--- src/rtl/pc_sequencer.sv ---
// pc_sequencer -- fetch-side controller for the pipelined CPU.
//
// Gates the PC register write enable, selects the next PC, sequences boot
// after start_i, holds fetch while instruction memory is not ready or a
// load-use hazard is flagged, and captures taken branches that arrive
// during a memory wait so they can be applied on the next ready cycle.
//
// Ports:
//   clk_i, rst_i       clock, synchronous active-high reset
//   start_i            run enable (level)
//   pc_i               current PC from the PC register
//   hazard_stall_i     load-use stall from hazard detection
//   branch_taken_i     branch/jump resolved taken in ID
//   branch_target_i    redirect address, valid with branch_taken_i
//   imem_ready_i       instruction memory delivers the fetch this cycle
//   imem_req_o         fetch request
//   pc_write_o         PC register write enable
//   next_pc_o          PC register data input
//   ifid_write_o       IF/ID register write enable
//   ifid_flush_o       IF/ID register flush (bubble)
//   stall_cnt_o        saturating count of lost fetch cycles
//   state_o            FSM state (IDLE=0, BOOT=1, RUN=2, WAIT_MEM=3)

module pc_sequencer #(
   parameter int unsigned BOOT_CYCLES = 2
) (
   input  logic        clk_i,
   input  logic        rst_i,
   input  logic        start_i,
   input  logic [31:0] pc_i,
   input  logic        hazard_stall_i,
   input  logic        branch_taken_i,
   input  logic [31:0] branch_target_i,
   input  logic        imem_ready_i,
   output logic        imem_req_o,
   output logic        pc_write_o,
   output logic [31:0] next_pc_o,
   output logic        ifid_write_o,
   output logic        ifid_flush_o,
   output logic [15:0] stall_cnt_o,
   output logic [1:0]  state_o
);

   typedef enum logic [1:0] {
      IDLE     = 2'd0,
      BOOT     = 2'd1,
      RUN      = 2'd2,
      WAIT_MEM = 2'd3
   } state_t;

   localparam logic [3:0] BOOT_LOAD = 4'(BOOT_CYCLES - 1);

   state_t      state, state_nxt;
   logic [3:0]  boot_cnt;
   logic        pend_v;
   logic [31:0] pend_pc;
   logic [15:0] stall_cnt;

   logic        advance;
   logic        branch_ok;
   logic        redirect;
   logic        latch;
   logic        lost;

   // A hazard masks the branch entirely: it is neither applied nor latched,
   // and ID presents it again once the stall drops.
   assign advance   = imem_ready_i & ~hazard_stall_i;
   assign branch_ok = branch_taken_i & ~hazard_stall_i;

   // Next-state and Mealy outputs.
   always_comb begin
      state_nxt    = state;
      imem_req_o   = 1'b0;
      pc_write_o   = 1'b0;
      ifid_write_o = 1'b0;
      ifid_flush_o = 1'b0;
      next_pc_o    = pc_i + 32'd4;
      redirect     = 1'b0;
      latch        = 1'b0;
      lost         = 1'b0;

      case (state)
         IDLE: begin
            if (start_i) state_nxt = BOOT;
         end
         BOOT: begin
            if (boot_cnt == 4'd0) state_nxt = RUN;
         end
         RUN, WAIT_MEM: begin
            // A pending redirect outranks a fresh branch, which is dropped.
            if (pend_v)         next_pc_o = pend_pc;
            else if (branch_ok) next_pc_o = branch_target_i;

            if (start_i) begin
               imem_req_o   = 1'b1;
               pc_write_o   = advance;
               ifid_write_o = advance;
               redirect     = advance & (pend_v | branch_ok);
               // Branch seen while memory is busy: park the target and
               // bubble the stale IF/ID entry now.
               latch        = branch_ok & ~imem_ready_i & ~pend_v;
               ifid_flush_o = redirect | latch;
               lost         = ~advance;
            end

            state_nxt = imem_ready_i ? RUN : WAIT_MEM;
         end
         default: state_nxt = IDLE;
      endcase

      if (!start_i) state_nxt = IDLE;
   end

   always_ff @(posedge clk_i) begin
      if (rst_i) begin
         state     <= IDLE;
         boot_cnt  <= 4'd0;
         pend_v    <= 1'b0;
         pend_pc   <= 32'd0;
         stall_cnt <= 16'd0;
      end else begin
         state <= state_nxt;

         if (state == IDLE && start_i)
            boot_cnt <= BOOT_LOAD;
         else if (state == BOOT && boot_cnt != 4'd0)
            boot_cnt <= boot_cnt - 4'd1;

         if (!start_i || redirect) begin
            pend_v <= 1'b0;
         end else if (latch) begin
            pend_v  <= 1'b1;
            pend_pc <= branch_target_i;
         end

         // Dropping start_i zeroes lost, so the count holds while idle.
         if (lost && stall_cnt != 16'hFFFF)
            stall_cnt <= stall_cnt + 16'd1;
      end
   end

   assign stall_cnt_o = stall_cnt;
   assign state_o     = state;

endmodule

--- config.mk ---
export PLATFORM = sky130hd
export DESIGN_NAME = pc_sequencer
export DESIGN_NICKNAME = d
export VERILOG_FILES = /design/src/rtl/pc_sequencer.sv
export SDC_FILE = /design/constraint.sdc
export NUM_CORES = 1
export LEC_CHECK = 0
export BUFFER_PORTS_ARGS = -buffer_cell sky130_fd_sc_hd__clkbuf_2
export CAP_MARGIN = 20
export CORE_ASPECT_RATIO = 1.25
export CORE_MARGIN = 2
export CORE_UTILIZATION = 53
export DETAILED_ROUTE_END_ITERATION = 10
export GPL_TIMING_DRIVEN = 0
export PLACE_DENSITY = 0.93
export SYNTH_ARGS = -nofsm -noshare
export SYNTH_HDL_FRONTEND = slang
export SYNTH_SLANG_ARGS = --single-unit
--- constraint.sdc ---
create_clock -name clk_i -period 4.9 [get_ports clk_i]
set_input_delay 0.49 -clock clk_i [delete_from_list [all_inputs] [get_ports clk_i]]
set_output_delay 0.49 -clock clk_i [all_outputs]
set_load 0.05 [all_outputs]
# After elaboration in Yosys (flattened, before gate mapping)
# Cells that the tools add are included.
dict set report totals {
  regBits 55
  latchBits 0
  ramBits 0
  romBits 0
  input_bits 70
  output_inout_bits 54
  memories 0
}
dict set report op_classes {
  n_addsub 3
  multipliers 0
  div 0
  magnitude_cmp 0
  n_eq_ne 5
  n_shift 0
  mux 20
  n_bitwise 13
  reduce_logical 14
}
# op count
set op_table {}
lappend op_table {{two-way mux 32 bit} 3}
lappend op_table {{adder 32 x 3 -> 32 bit (second input constant)} 1}
lappend op_table {{adder 16 x 1 -> 16 bit (second input constant)} 1}
lappend op_table {{inequality test 16 bit (second input constant)} 1}
lappend op_table {{two-way mux 1 bit} 15}
lappend op_table {{OR reduction 2 bit} 4}
lappend op_table {{inverter 1 bit} 6}
lappend op_table {{case mux 2 bit (3 select lines)} 1}
lappend op_table {{bitwise AND 1 bit} 5}
lappend op_table {{== test 2 bit (second input constant)} 2}
lappend op_table {{logical NOT 4 bit} 1}
lappend op_table {{nonzero test 4 bit} 1}
lappend op_table {{subtractor 4 x 1 -> 4 bit (second input constant)} 1}
lappend op_table {{logical AND 1 bit} 3}
lappend op_table {{== test 2 x 1 -> 1 bit (second input constant)} 1}
lappend op_table {{logical NOT 2 bit} 1}
lappend op_table {{two-way mux 2 bit} 1}
lappend op_table {{inequality test 2 bit (second input constant)} 1}
lappend op_table {{OR 1 bit} 2}
lappend op_table {{AND reduction 2 bit} 1}
lappend op_table {{nonzero test 2 bit} 1}
lappend op_table {{logical NOT 1 bit} 1}
lappend op_table {{logical OR 1 bit} 1}

# Longest topological paths before layout
dict set report depth {
  depth_word 9
  mapped_depth 7
  depth_no_buf 6
}

# Worst setup path before layout
# Ideal clock, no wire load.
dict set report synth_timing {
  path_kind {flip-flop to output port}
  start {reg state[1] (netlist: state_o[1])}
  end {out ifid_flush_o}
  arrival_ns 2.713
  t_required_ns 4.410
  setup_slack_ns 1.697
  path_stages_with_launch 4
  path_buffers 0
  path_cell_list {dfxtp_1 -> nand2_1 -> nor3b_1 -> a21o_1}
}
dict set report synth_via {
  elab_chain_cells 3
  word_cells_on_any_way 4
  classes_between {eq/ne: 2; mux: 1; reduce/logical: 1}
}
# element line_no
set synth_rtl {}
lappend synth_rtl {{from (decl)} 53} ;# state_t state, state_nxt;
lappend synth_rtl {{from (signal assigned)} 122} ;# state <= state_nxt;
lappend synth_rtl {{== test 2 bit} 82} ;# case (state)
lappend synth_rtl {{OR reduction 2 bit (*)} 82}
lappend synth_rtl {{two-way mux 1 bit (*)} 82}
lappend synth_rtl {{to (decl)} 39} ;# output logic ifid_flush_o,
# Every way passes the cells marked *; elsewhere a longest branch is shown, timed or not.

# Worst setup path after layout
# Same ends and word-level chain as after synthesis.

==> summary.txt <==
Global route
  • Total GRT Usage: approximately 27%
  • Vias in the first global route: 3,690
  • First-pass GRT wire length: 16,000 µm
  • Pin count of the biggest net entering global routing: 17
  • Antenna violations before repair: 0
  • Total grt overflow: 0

Synth
  • Synth area leader: dfxtp_1
  • YS warnings: 0
  • Netlist cell types: 42
  • Mapped Cells: 479
  • Post-synthesis sequential area ratio: 31.8%
  • Post-synthesis register bit count: 55
  • Synth area leaders: dfxtp_1 (32%), nand2_1 (11%), a21oi_1 (8.2%), xor2_1 (7.1%), xnor2_1 (4.6%)
  • Syn_area_per_cell: 7.23 µm²
  • Synth Net Count: between 500 and 600
  • Synth top area share: 31.8%
  • Mapped Area: 0.00346 mm²

Worst setup path
  • Crit Path Max Fanout: 10
  • Crit path cell chain: nand2_1 > nor4_1 > clkbuf_1 > a21o_1 > clkbuf_2
  • Worst Path Arrival: 2.52 ns
  • Critical path capture point type: output port
  • Setup CP Type: register to output port
  • Worst Path Required: roughly 4.4 ns
  • CP max stage cell: nor4_1
  • Crit path largest cell delay: between 0.6 and 0.7 ns
  • CP Launch Type: register

Run
  • Max-cap violations: 0

Placement
  • DP Wirelength: 7780 µm
  • Pre-CTS WS: 1.98 ns
  • Port Buffers: 122
  • Gp weighted congestion: a little over 0.9
  • # placed instances: around 690

Detailed routing
  • DR pass1 iterations: 5
  • DRC violations left: 0
  • Vias: 3,906
  • Average wire per standard cell: 14.3 µm
  • Number of nets with antenna violations after routing: 0
  • Final WL: 9910 µm
  • Initial DRC count: between 300 and 400
  • Detailed-route vias per instance: 5.63

Floorplan
  • Core region area: between 0.006 and 0.007 mm²
  • Row Count: 32
  • Die width: about 76 µm
  • Die H: between 90 and 100 µm
  • Initial core utilization: 55.4%
  • Io pins: 124
  • DIE AREA: 0.00720 mm²

Timing
  • Final Hold Fails: 0
  • Slew of the pin with the lowest slew margin: 0.841 ns
  • Fin crit share: 61.3%
  • Max-slew violation total from the final report: 0
  • Clk_skew: approximately 0.011 ns
  • Hold Slack: 0.399 ns
  • Unrepaired setup endpoints after global routing: no
  • Tmin final: about 3.0 ns
  • Setup Viol. Count Final: 0
  • Final worst slack: ~1.9 ns
  • Maximum clock rate: 333 MHz
  • TNS Setup: 0 ns
  • Rel. slew slack: between 40% and 50%

Clock network
  • CTS tree: done
  • Sinks on Clock Net: 55
  • Worst skew pair latency: 0.31 ns
  • CTS H-tree lvls: 2
  • Clock Root Buffer: clkbuf_8
  • Clk slew on worst S/H paths: 0.10 ns
  • CTS Buf Count: 5
  • Clock Tree Buf Depth: 2
  • Hold buffer count at CTS: 0
  • # resized after CTS: 0
  • Setup bufs post-CTS: 0

Run status
  • Outcome: finished clean

Power and ir drop
  • PwrDens: 216 mW/mm²
  • VDD IR-drop max: 0.000166 V
  • Leak pwr: 0.00167 µW

Worst hold path
  • HP Class: input port to register

Cells and area
  • ANT cells: 0
  • Final non-filler cell total: just under 700
  • Layout area overhead: 23.5%
  • Nets: slightly below 700
  • Share of post-route cells with drive strength above 1: about a quarter
critical path: cells and delay by family (launching register included):
| family | cells | cell delay (ns) |
|---|---|---|
| AOI/OAI and AO/OA | 1 | 0.14 |
| and+or+nand+nor | 2 | 0.88 |
| DFF | 1 | 0.46 |
| buffers and inverters | 2 | 0.74 |
layer usage:
metal  up-vias  wire (µm)  global-route usage (%)
li1       1933          -                       -
met1      1774       4020                    30.9
met2       175       4920                    49.3
met3        24        728                    5.35
met4         0        241                    12.4
met5         -          0                       0
cells in the final DEF (no fill, tap or decap), drive strengths merged, types with 14 or more instances in the layout:
| cell type | n |
|---|---|
| dfxtp | 55 |
| a211oi | 15 |
| o22ai | 16 |
| nand3 | 21 |
| nor2 | 31 |
| and2 | 14 |
| xnor2 | 18 |
| a21oi | 57 |
| nand2 | 99 |
| xor2 | 28 |
| clkbuf | 153 |
| o21ai | 17 |
cell usage after synthesis:
library cell and number:
nand2_1 99, a21oi_1 57, dfxtp_1 55, nor2_1 31
xor2_1 28, clkbuf_1 24, nand3_1 21, xnor2_1 18
o22ai_1 16, a211oi_1 15, o21ai_0 15, and2_1 14
nand4_1 9, nor3_1 9, inv_1 8, and3_1 7
nor4_1 5, nand2b_1 4, or3_1 4, a22oi_1 3
ha_1 3, mux2i_1 3, nor2b_1 3, nor4b_2 3
o211ai_1 3, nand4_2 2, nor3_2 2, nor4_2 2
or2_2 2, or4_1 2, a21o_1 1, a221oi_1 1
a22o_1 1, and4_1 1, buf_1 1, buf_2 1
buf_4 1, clkinv_1 1, nor3b_1 1, o2111ai_1 1
o21ai_1 1, o21ai_2 1
per-stage QoR:
step	utilization [%]	total power [µW]	area, µm²
global route	68.4	959	4270
global placement	66.9	667	4180
finish	68.4	925	4270
CTS	68.4	928	4270
floorplan	-	596	3460
detailed placement	66.9	671	4180
where the power goes:
group          switching, µW  internal, µW  total, µW
registers               3.08           450        453
logic                    148          63.0        211
clock network            145           116        262
final cells by class:
| cell class | instances | area [µm²] |
|---|---|---|
| timing repair buffer | 122 | 611 |
| tap | 85 | 106 |
| fill | 543 | 1970 |
| buffer | 27 | 106 |
| clock buffer | 7 | 86.3 |
| sequential | 55 | 1100 |
| inverter | 9 | 33.8 |
| clock inverter | 1 | 8.76 |
| multi-input combinational | 388 | 2220 |
logic make-up (layout without fill, tap and decap cells):
group           count (synthesis)  after routing  synth area share, %
simple gates                  221            221                 31.3
compound gates                115            115                 19.2
flops                          55             55                 31.8
xor+xnor                       46             46                 11.6
buf+inv                        36            166                 4.05
fa+ha+maj                       3              3                 1.08
mux                             3              3                0.867
flip-flops by register name (all words and copies together), names as in the netlist:
register	cells
pend_pc	32
stall_cnt_o	16
boot_cnt	4
state_o	2
pend_v	1
worst paths after layout:
kind	start	to	slack, ns	cells after the start
min	branch_target_i[29]	pend_pc[29]	0.40	3
max reg2reg	state_o[1]	pend_pc[7]	2.77	5
max	state_o[1]	ifid_flush_o	1.89	5
min reg2reg	pend_pc[19]	pend_pc[19]	0.46	2
No activity file was read; power rests on OpenSTA's default activity.
